==> config.mk <==
export PLATFORM = sky130hd
export DESIGN_NAME = mat_a_reader
export DESIGN_NICKNAME = d
export VERILOG_FILES = /design/src/rtl/mat_pkg.sv /design/src/rtl/elem_fifo2.sv /design/src/rtl/mat_a_reader.sv
export SDC_FILE = /design/constraint.sdc
export NUM_CORES = 1
export LEC_CHECK = 0
export ABC_CLOCK_PERIOD_IN_PS = 2100
export CAP_MARGIN = 5
export CORE_MARGIN = 1.5
export CORE_UTILIZATION = 30
export CTS_BUF_LIST = sky130_fd_sc_hd__clkbuf_16
export DETAILED_ROUTE_END_ITERATION = 10
export PLACE_DENSITY = 0.51
export SYNTH_ARGS = -nofsm -noshare
export SYNTH_HDL_FRONTEND = slang
export SYNTH_HIERARCHICAL = 1
export SYNTH_SLANG_ARGS = --single-unit
==> constraint.sdc <==
create_clock -name clk -period 2.1 [get_ports clk]
set_clock_uncertainty 0.15 [all_clocks]
set_input_delay 0.21 -clock clk [delete_from_list [all_inputs] [get_ports clk]]
set_output_delay 0.21 -clock clk [all_outputs]
set_load 0.01 [all_outputs]
==> src/rtl/mat_pkg.sv <==
// Shared definitions for the matrix-A reader: default dimensions, tag/address
// widths and the reader state encoding.
package mat_pkg;

  localparam int N_DEF  = 2;
  localparam int P_DEF  = 4;
  localparam int DW_DEF = 32;
  localparam int AW     = 8;
  // One bit wider than AW so a full 256-element count fits.
  localparam int CNT_W  = AW + 1;

  typedef enum logic [1:0] {
    IDLE   = 2'd0,
    STREAM = 2'd1,
    DONE   = 2'd2
  } readState_t;

endpackage

==> src/rtl/elem_fifo2.sv <==
// Two-entry FIFO holding a data word with its row/column tag; head is shown
// combinationally so the consumer sees it as soon as the FIFO is non-empty.
module elem_fifo2
  import mat_pkg::*;
#(
  parameter int DW = DW_DEF
) (
  input  logic          clk,
  input  logic          reset,
  input  logic          push,
  input  logic [DW-1:0] pushData,
  input  logic [AW-1:0] pushRow,
  input  logic [AW-1:0] pushCol,
  input  logic          pop,
  output logic [DW-1:0] headData,
  output logic [AW-1:0] headRow,
  output logic [AW-1:0] headCol,
  output logic          full,
  output logic          empty,
  output logic [1:0]    count
);

  logic [DW-1:0] dataMem [2];
  logic [AW-1:0] rowMem  [2];
  logic [AW-1:0] colMem  [2];
  logic          wrPtr;
  logic          rdPtr;
  logic          pushOk;
  logic          popOk;

  // A push into a full FIFO is only legal when the head leaves on the same edge.
  assign popOk  = pop && !empty;
  assign pushOk = push && (!full || popOk);

  always_ff @(posedge clk or negedge reset) begin
    if (!reset) begin
      wrPtr <= 1'b0;
      rdPtr <= 1'b0;
      count <= 2'd0;
      for (int i = 0; i < 2; i++) begin
        dataMem[i] <= '0;
        rowMem[i]  <= '0;
        colMem[i]  <= '0;
      end
    end else begin
      if (pushOk) begin
        dataMem[wrPtr] <= pushData;
        rowMem[wrPtr]  <= pushRow;
        colMem[wrPtr]  <= pushCol;
        wrPtr          <= ~wrPtr;
      end
      if (popOk) begin
        rdPtr <= ~rdPtr;
      end
      case ({pushOk, popOk})
        2'b10:   count <= count + 2'd1;
        2'b01:   count <= count - 2'd1;
        default: count <= count;
      endcase
    end
  end

  assign full     = (count == 2'd2);
  assign empty    = (count == 2'd0);
  assign headData = dataMem[rdPtr];
  assign headRow  = rowMem[rdPtr];
  assign headCol  = colMem[rdPtr];

endmodule

==> src/rtl/mat_a_reader.sv <==
// Streams matrix A out of a 1-cycle-latency memory in row-major order once it
// has been written, tagging each element with its row/column.
module mat_a_reader
  import mat_pkg::*;
#(
  parameter int N  = N_DEF,
  parameter int P  = P_DEF,
  parameter int DW = DW_DEF
) (
  input  logic          clk,
  input  logic          reset,
  input  logic          wr_done,
  output logic [AW-1:0] addrb,
  input  logic [DW-1:0] doutb,
  output logic [DW-1:0] elem_data,
  output logic [AW-1:0] elem_row,
  output logic [AW-1:0] elem_col,
  output logic          elem_valid,
  input  logic          elem_ready,
  output logic          rd_done
);

  localparam logic [CNT_W-1:0] TOTAL_C = CNT_W'(N * P);
  localparam logic [CNT_W-1:0] LAST_C  = CNT_W'(N * P - 1);
  localparam logic [AW-1:0]    COL_END = AW'(P - 1);

  readState_t       state;
  readState_t       stateNext;
  logic [CNT_W-1:0] issuedCnt;
  logic [CNT_W-1:0] deliveredCnt;
  logic [AW-1:0]    issueRow;
  logic [AW-1:0]    issueCol;
  logic             inFlight;
  logic [AW-1:0]    inFlightRow;
  logic [AW-1:0]    inFlightCol;
  logic             issue;
  logic             popFire;
  logic             passClear;
  logic             roomForIssue;
  logic [2:0]       slotsUsed;
  logic             fifoFull;
  logic             fifoEmpty;
  logic [1:0]       fifoCount;

  assign popFire   = elem_valid && elem_ready;
  assign passClear = (state == DONE) && !wr_done;

  // Count the element leaving this edge as free space, otherwise the FIFO
  // would stall every other cycle and never reach one element per cycle.
  assign slotsUsed    = {1'b0, fifoCount} + {2'b00, inFlight};
  assign roomForIssue = popFire || (!fifoFull && (slotsUsed < 3'd2));

  always_ff @(posedge clk or negedge reset) begin
    if (!reset) begin
      state <= IDLE;
    end else begin
      state <= stateNext;
    end
  end

  // Address 0 is already on addrb in IDLE, so the IDLE->STREAM edge counts as
  // its issue; that is what gives the 2-cycle wr_done-to-valid latency.
  always_comb begin
    stateNext = state;
    issue     = 1'b0;
    case (state)
      IDLE: begin
        if (wr_done) begin
          stateNext = STREAM;
          issue     = 1'b1;
        end
      end
      STREAM: begin
        issue = roomForIssue && (issuedCnt < TOTAL_C);
        if (popFire && (deliveredCnt == LAST_C)) begin
          stateNext = DONE;
        end
      end
      DONE: begin
        if (!wr_done) begin
          stateNext = IDLE;
        end
      end
      default: stateNext = IDLE;
    endcase
  end

  // addrb stops on the last address instead of stepping to N*P.
  always_ff @(posedge clk or negedge reset) begin
    if (!reset) begin
      addrb        <= '0;
      issuedCnt    <= '0;
      deliveredCnt <= '0;
      issueRow     <= '0;
      issueCol     <= '0;
      inFlight     <= 1'b0;
      inFlightRow  <= '0;
      inFlightCol  <= '0;
    end else if (passClear) begin
      addrb        <= '0;
      issuedCnt    <= '0;
      deliveredCnt <= '0;
      issueRow     <= '0;
      issueCol     <= '0;
      inFlight     <= 1'b0;
    end else begin
      inFlight <= issue;
      if (issue) begin
        inFlightRow <= issueRow;
        inFlightCol <= issueCol;
        issuedCnt   <= issuedCnt + CNT_W'(1);
        if ((issuedCnt + CNT_W'(1)) < TOTAL_C) begin
          addrb <= addrb + AW'(1);
        end
        if (issueCol == COL_END) begin
          issueCol <= '0;
          issueRow <= issueRow + AW'(1);
        end else begin
          issueCol <= issueCol + AW'(1);
        end
      end
      if (popFire) begin
        deliveredCnt <= deliveredCnt + CNT_W'(1);
      end
    end
  end

  elem_fifo2 #(
    .DW(DW)
  ) fifo (
    .clk      (clk),
    .reset    (reset),
    .push     (inFlight),
    .pushData (doutb),
    .pushRow  (inFlightRow),
    .pushCol  (inFlightCol),
    .pop      (popFire),
    .headData (elem_data),
    .headRow  (elem_row),
    .headCol  (elem_col),
    .full     (fifoFull),
    .empty    (fifoEmpty),
    .count    (fifoCount)
  );

  assign elem_valid = !fifoEmpty;
  assign rd_done    = (state == DONE);

endmodule

==> out/qor_table.md <==
| Quantity | This run |
| --- | --- |
| Buffer cell driving the clock tree root | clkbuf_16 |
| Reg-to-Reg Start | issueCol[3] |
| Maximum buffer depth of the clock tree | 2 |
| Total number of nets in the final design | 814 |
| Synth async-reset ratio | 100% |
| Core ar. | 0.0245 mm^2 |
| Initial Utilization | 30.7% |
| Layout cells sized above 1 | 41.7% |
| Drt first-iter violations | 214 |
| Number of synthesis warnings | 6 |
| Number of cell instances on the worst register-to-register path | 5 |
| Required time of the critical path | 2.25 ns |
| Die height | 161 um |
| Actual transition at the worst max-transition pin | 0.537 ns |
| Number of buffer cells added on primary ports | 93 |
| Inserted Clock Buffers | 17 |
| H-Tree Depth | 4 |
| # IOs | 94 |
| Post-detailed-route DRC marker count | 0 |
| Portion of the clock cycle consumed by the worst path in the final layout | 102% |
| WL/cell | 17.0 um |
| Worst r2r dst | issueRow[3] |
| First-pass GRT wire length | 29.3 mm |
| Sinks on the clock net | 161 |
| Clock latency at the later pin of the worst-skew pair | 0.42 ns |
| Most common flop cell mapped by yosys | dfrtp_1 |
| Standby leakage power | 0.00466 uW |
| Post-synthesis instance total | 606 |
| Peak ir drop on the vdd network | 0.582 mV |
| Clock transition time at the flip-flop clock pins of the worst setup and hold paths | 0.06 ns |
| TritonCTS clock tree | built |
| Total global-route track usage | 14.2% |
| Worst setup path class | register to register |
| Area grow syn2layout | 37.4% |
| Violations in the final reports | negative setup slack |
| Total congestion overflow after global routing | 0 |
| PD cells | 1680 mW/mm^2 |
| Total of endpoints with negative setup slack in the final report | 2 |
| Minimum clock period after layout | 2.13 ns |
| Tot Pwr | 17400 uW |
| FP Rows | 57 |
| Slowest stage cell on the critical path | or4_4 |
| Number of nets in the synthesized netlist | 648 |
| Initial antenna violation count | 0 |
| Routed wire length | 18.8 mm |
| Critical Path Start Type | register |
| Final hold violations | 0 |
| Number of global-route vias before repair | 5728 |
| Flop2flop setup slack | -0.03 ns |
| Number of slew-limit violations in the final report | 0 |
| Area of the die | 0.0260 mm^2 |
| Highest clock frequency the design can meet | 469 MHz |
| Count of max-cap constraint violations | 0 |
| Outcome | finished, violations left |
| EDFF count, synth | 0 |
| Yosys cell types | 52 |
| RSZ-0062 raised after global routing | yes |
| Fraction of the yosys area taken by sequential cells | 53.7% |
| Maximum number of pins on one net before global-route repair | 59 |
| Die width | 161 um |
| Number of antenna cells inserted | 0 |
| Post-route worst setup slack | -0.0325 ns |
| Largest incremental delay on the critical path | 0.52 ns |
| Seq cells post-synth | 161 |
| Routed Antenna Nets | 0 |
| Detailed-router iteration count before antenna repair | 4 |
| CP arrival | 2.28 ns |
| Max-slew headroom | 64.2% |
| Last weighted congestion value of the routability-driven placer | 0.819 |
| Syn_area_per_cell | 12.4 um^2 |
| Cell Area, Synth | 0.00750 mm^2 |
| Sort of element at the end of the critical path | register |
| Vias | 5351 |
| Path category of the worst min-delay check | input port to asynchronous set/reset pin |
| Number of vias per cell | 4.83 |
| Post-DP HPWL | 11.6 mm |
| Largest fanout of any net on the critical path | 6 |
| Accumulated negative setup slack | -0.0364 ns |
| Ordered cell list for the critical path | or3_4 > or4_4 > a2111oi_4 > xnor2_1 > nor2_1 |
| Filler cells | 2313 |
## kinds of logic (layout without fill, tap and decap cells)
| logic type | count (synthesis) | after routing | synth area share, % |
|---|---|---|---|
| flip-flops | 161 | 161 | 53.7 |
| buffers and inverters | 36 | 214 | 2.70 |
| AO/OA/AOI/OAI | 61 | 61 | 6.17 |
| AND/OR/NAND/NOR | 170 | 170 | 11.3 |
| adder cells (fa/ha/maj) | 6 | 6 | 1.00 |
| multiplexers | 154 | 154 | 23.0 |
| XOR/XNOR | 18 | 18 | 2.10 |
## layer usage
metal / share of wire [%] / up-vias / wire length (um) / track usage, %
met5: 0 / - / 0 / 0
li1: - / 2498 / - / -
met2: 48 / 116 / 9020 / 24.3
met4: 1.1 / 0 / 206 / 4.04
met1: 48 / 2721 / 8960 / 18.1
met3: 3.3 / 16 / 620 / 2.93
## synthesized netlist by cell type (all sizes together), types with 6 or more instances
library cell    n  area (um^2)
mux2i           8         80.1
o21ai          18         90.1
and3           10         62.6
nand3          15         75.1
nand4          13         81.3
nor2           30          113
xnor2          10         87.6
mux2          146         1640
dfrtp         161         4030
xor2            8         70.1
a21oi          11         58.8
nand2b          6         37.5
buf            20          143
clkbuf         10         37.5
nand2          70          263
ha              6         75.1
## report_power, final
group | total (uW) | switching, uW | internal, uW
sequential | 5300 | 874 | 4430
combinational | 9170 | 4010 | 5160
clock | 2890 | 1270 | 1620
total | 17400 | 6160 | 11200
## critical path: cells and delay by family (launching register included)
| family | cells | cell delay (ns) |
|---|---|---|
| compound gates | 1 | 0.36 |
| xor+xnor | 1 | 0.17 |
| flops | 1 | 0.38 |
| simple gates | 3 | 0.96 |
## state kept, by name (all words and copies together), names as in the netlist
name and flops:
fifo/count 2, issueRow 8, issuedCnt 9, inFlightRow 8, addrb 8, issueCol 8
fifo/rowMem 16, fifo/dataMem 64, fifo/rdPtr 1, fifo/colMem 16, fifo/wrPtr 1, state 2
inFlightCol 8, inFlight 1, deliveredCnt 9
## worst max path at each step
stage / cells past startpoint / end / slack, ns / startpoint
6_report: 5 / issueRow[3] / -0.03 / issueCol[3]
5_1_grt: 6 / addrb[3] / -0.10 / fifo/count[1]
4_1_cts: 4 / elem_data[13] / -0.12 / fifo/rdPtr
3_5_place_dp: 5 / addrb[3] / -0.25 / wr_done
3_3_place_gp: 5 / addrb[3] / -0.27 / wr_done
2_1_floorplan: 5 / addrb[3] / -0.06 / state[1]
## area by class of cell
type | instances | area, um^2 | area share [%]
multi-input combinational | 409 | 3530 | 34.2
tap | 324 | 405 | 3.93
clock buffer | 17 | 425 | 4.13
inverter | 6 | 25.0 | 0.243
clock inverter | 14 | 116 | 1.13
timing repair buffer | 177 | 1770 | 17.2
sequential | 161 | 4030 | 39.1
## per-stage QoR
stage          hold slack [ns]  std cells  setup slack (ns)  instance area, um^2  utilization, %
6_report                 0.170       1108           -0.0325                10300            42.1
5_1_grt                  0.208       1108            -0.101                10300            42.1
4_1_cts                  0.180       1096            -0.117                 9960            40.7
3_5_place_dp            0.0626       1054            -0.255                 9250            37.8
3_3_place_gp            0.0518       1054            -0.267                 9250            37.8
2_1_floorplan           -0.236        606           -0.0578                 7540               -
## repair_timing
action / CTS / global route
pin swaps: 5 / 9
setup buffers: 7 / 5
endpoints found under the hold margin: 51 / 0
resized for setup: 100 / 108
endpoints found under the setup margin: 78 / 114
hold buffers: 1 / 0
cloned: 3 / 7
## layout by cell type (no fill, tap or decap), types with 9 or more instances in the layout
cell / n
a21oi_1: 10
and3_1: 10
buf_12: 12
buf_4: 56
clkbuf_16: 23
clkbuf_2: 27
clkdlybuf4s15_1: 12
clkdlybuf4s50_1: 43
dfrtp_1: 157
mux2_2: 116
mux2_4: 30
nand2_1: 69
nand3_1: 14
nand4_1: 13
nor2_1: 26
o21ai_0: 16
xnor2_1: 9
Power figures use the tool's default switching activity.
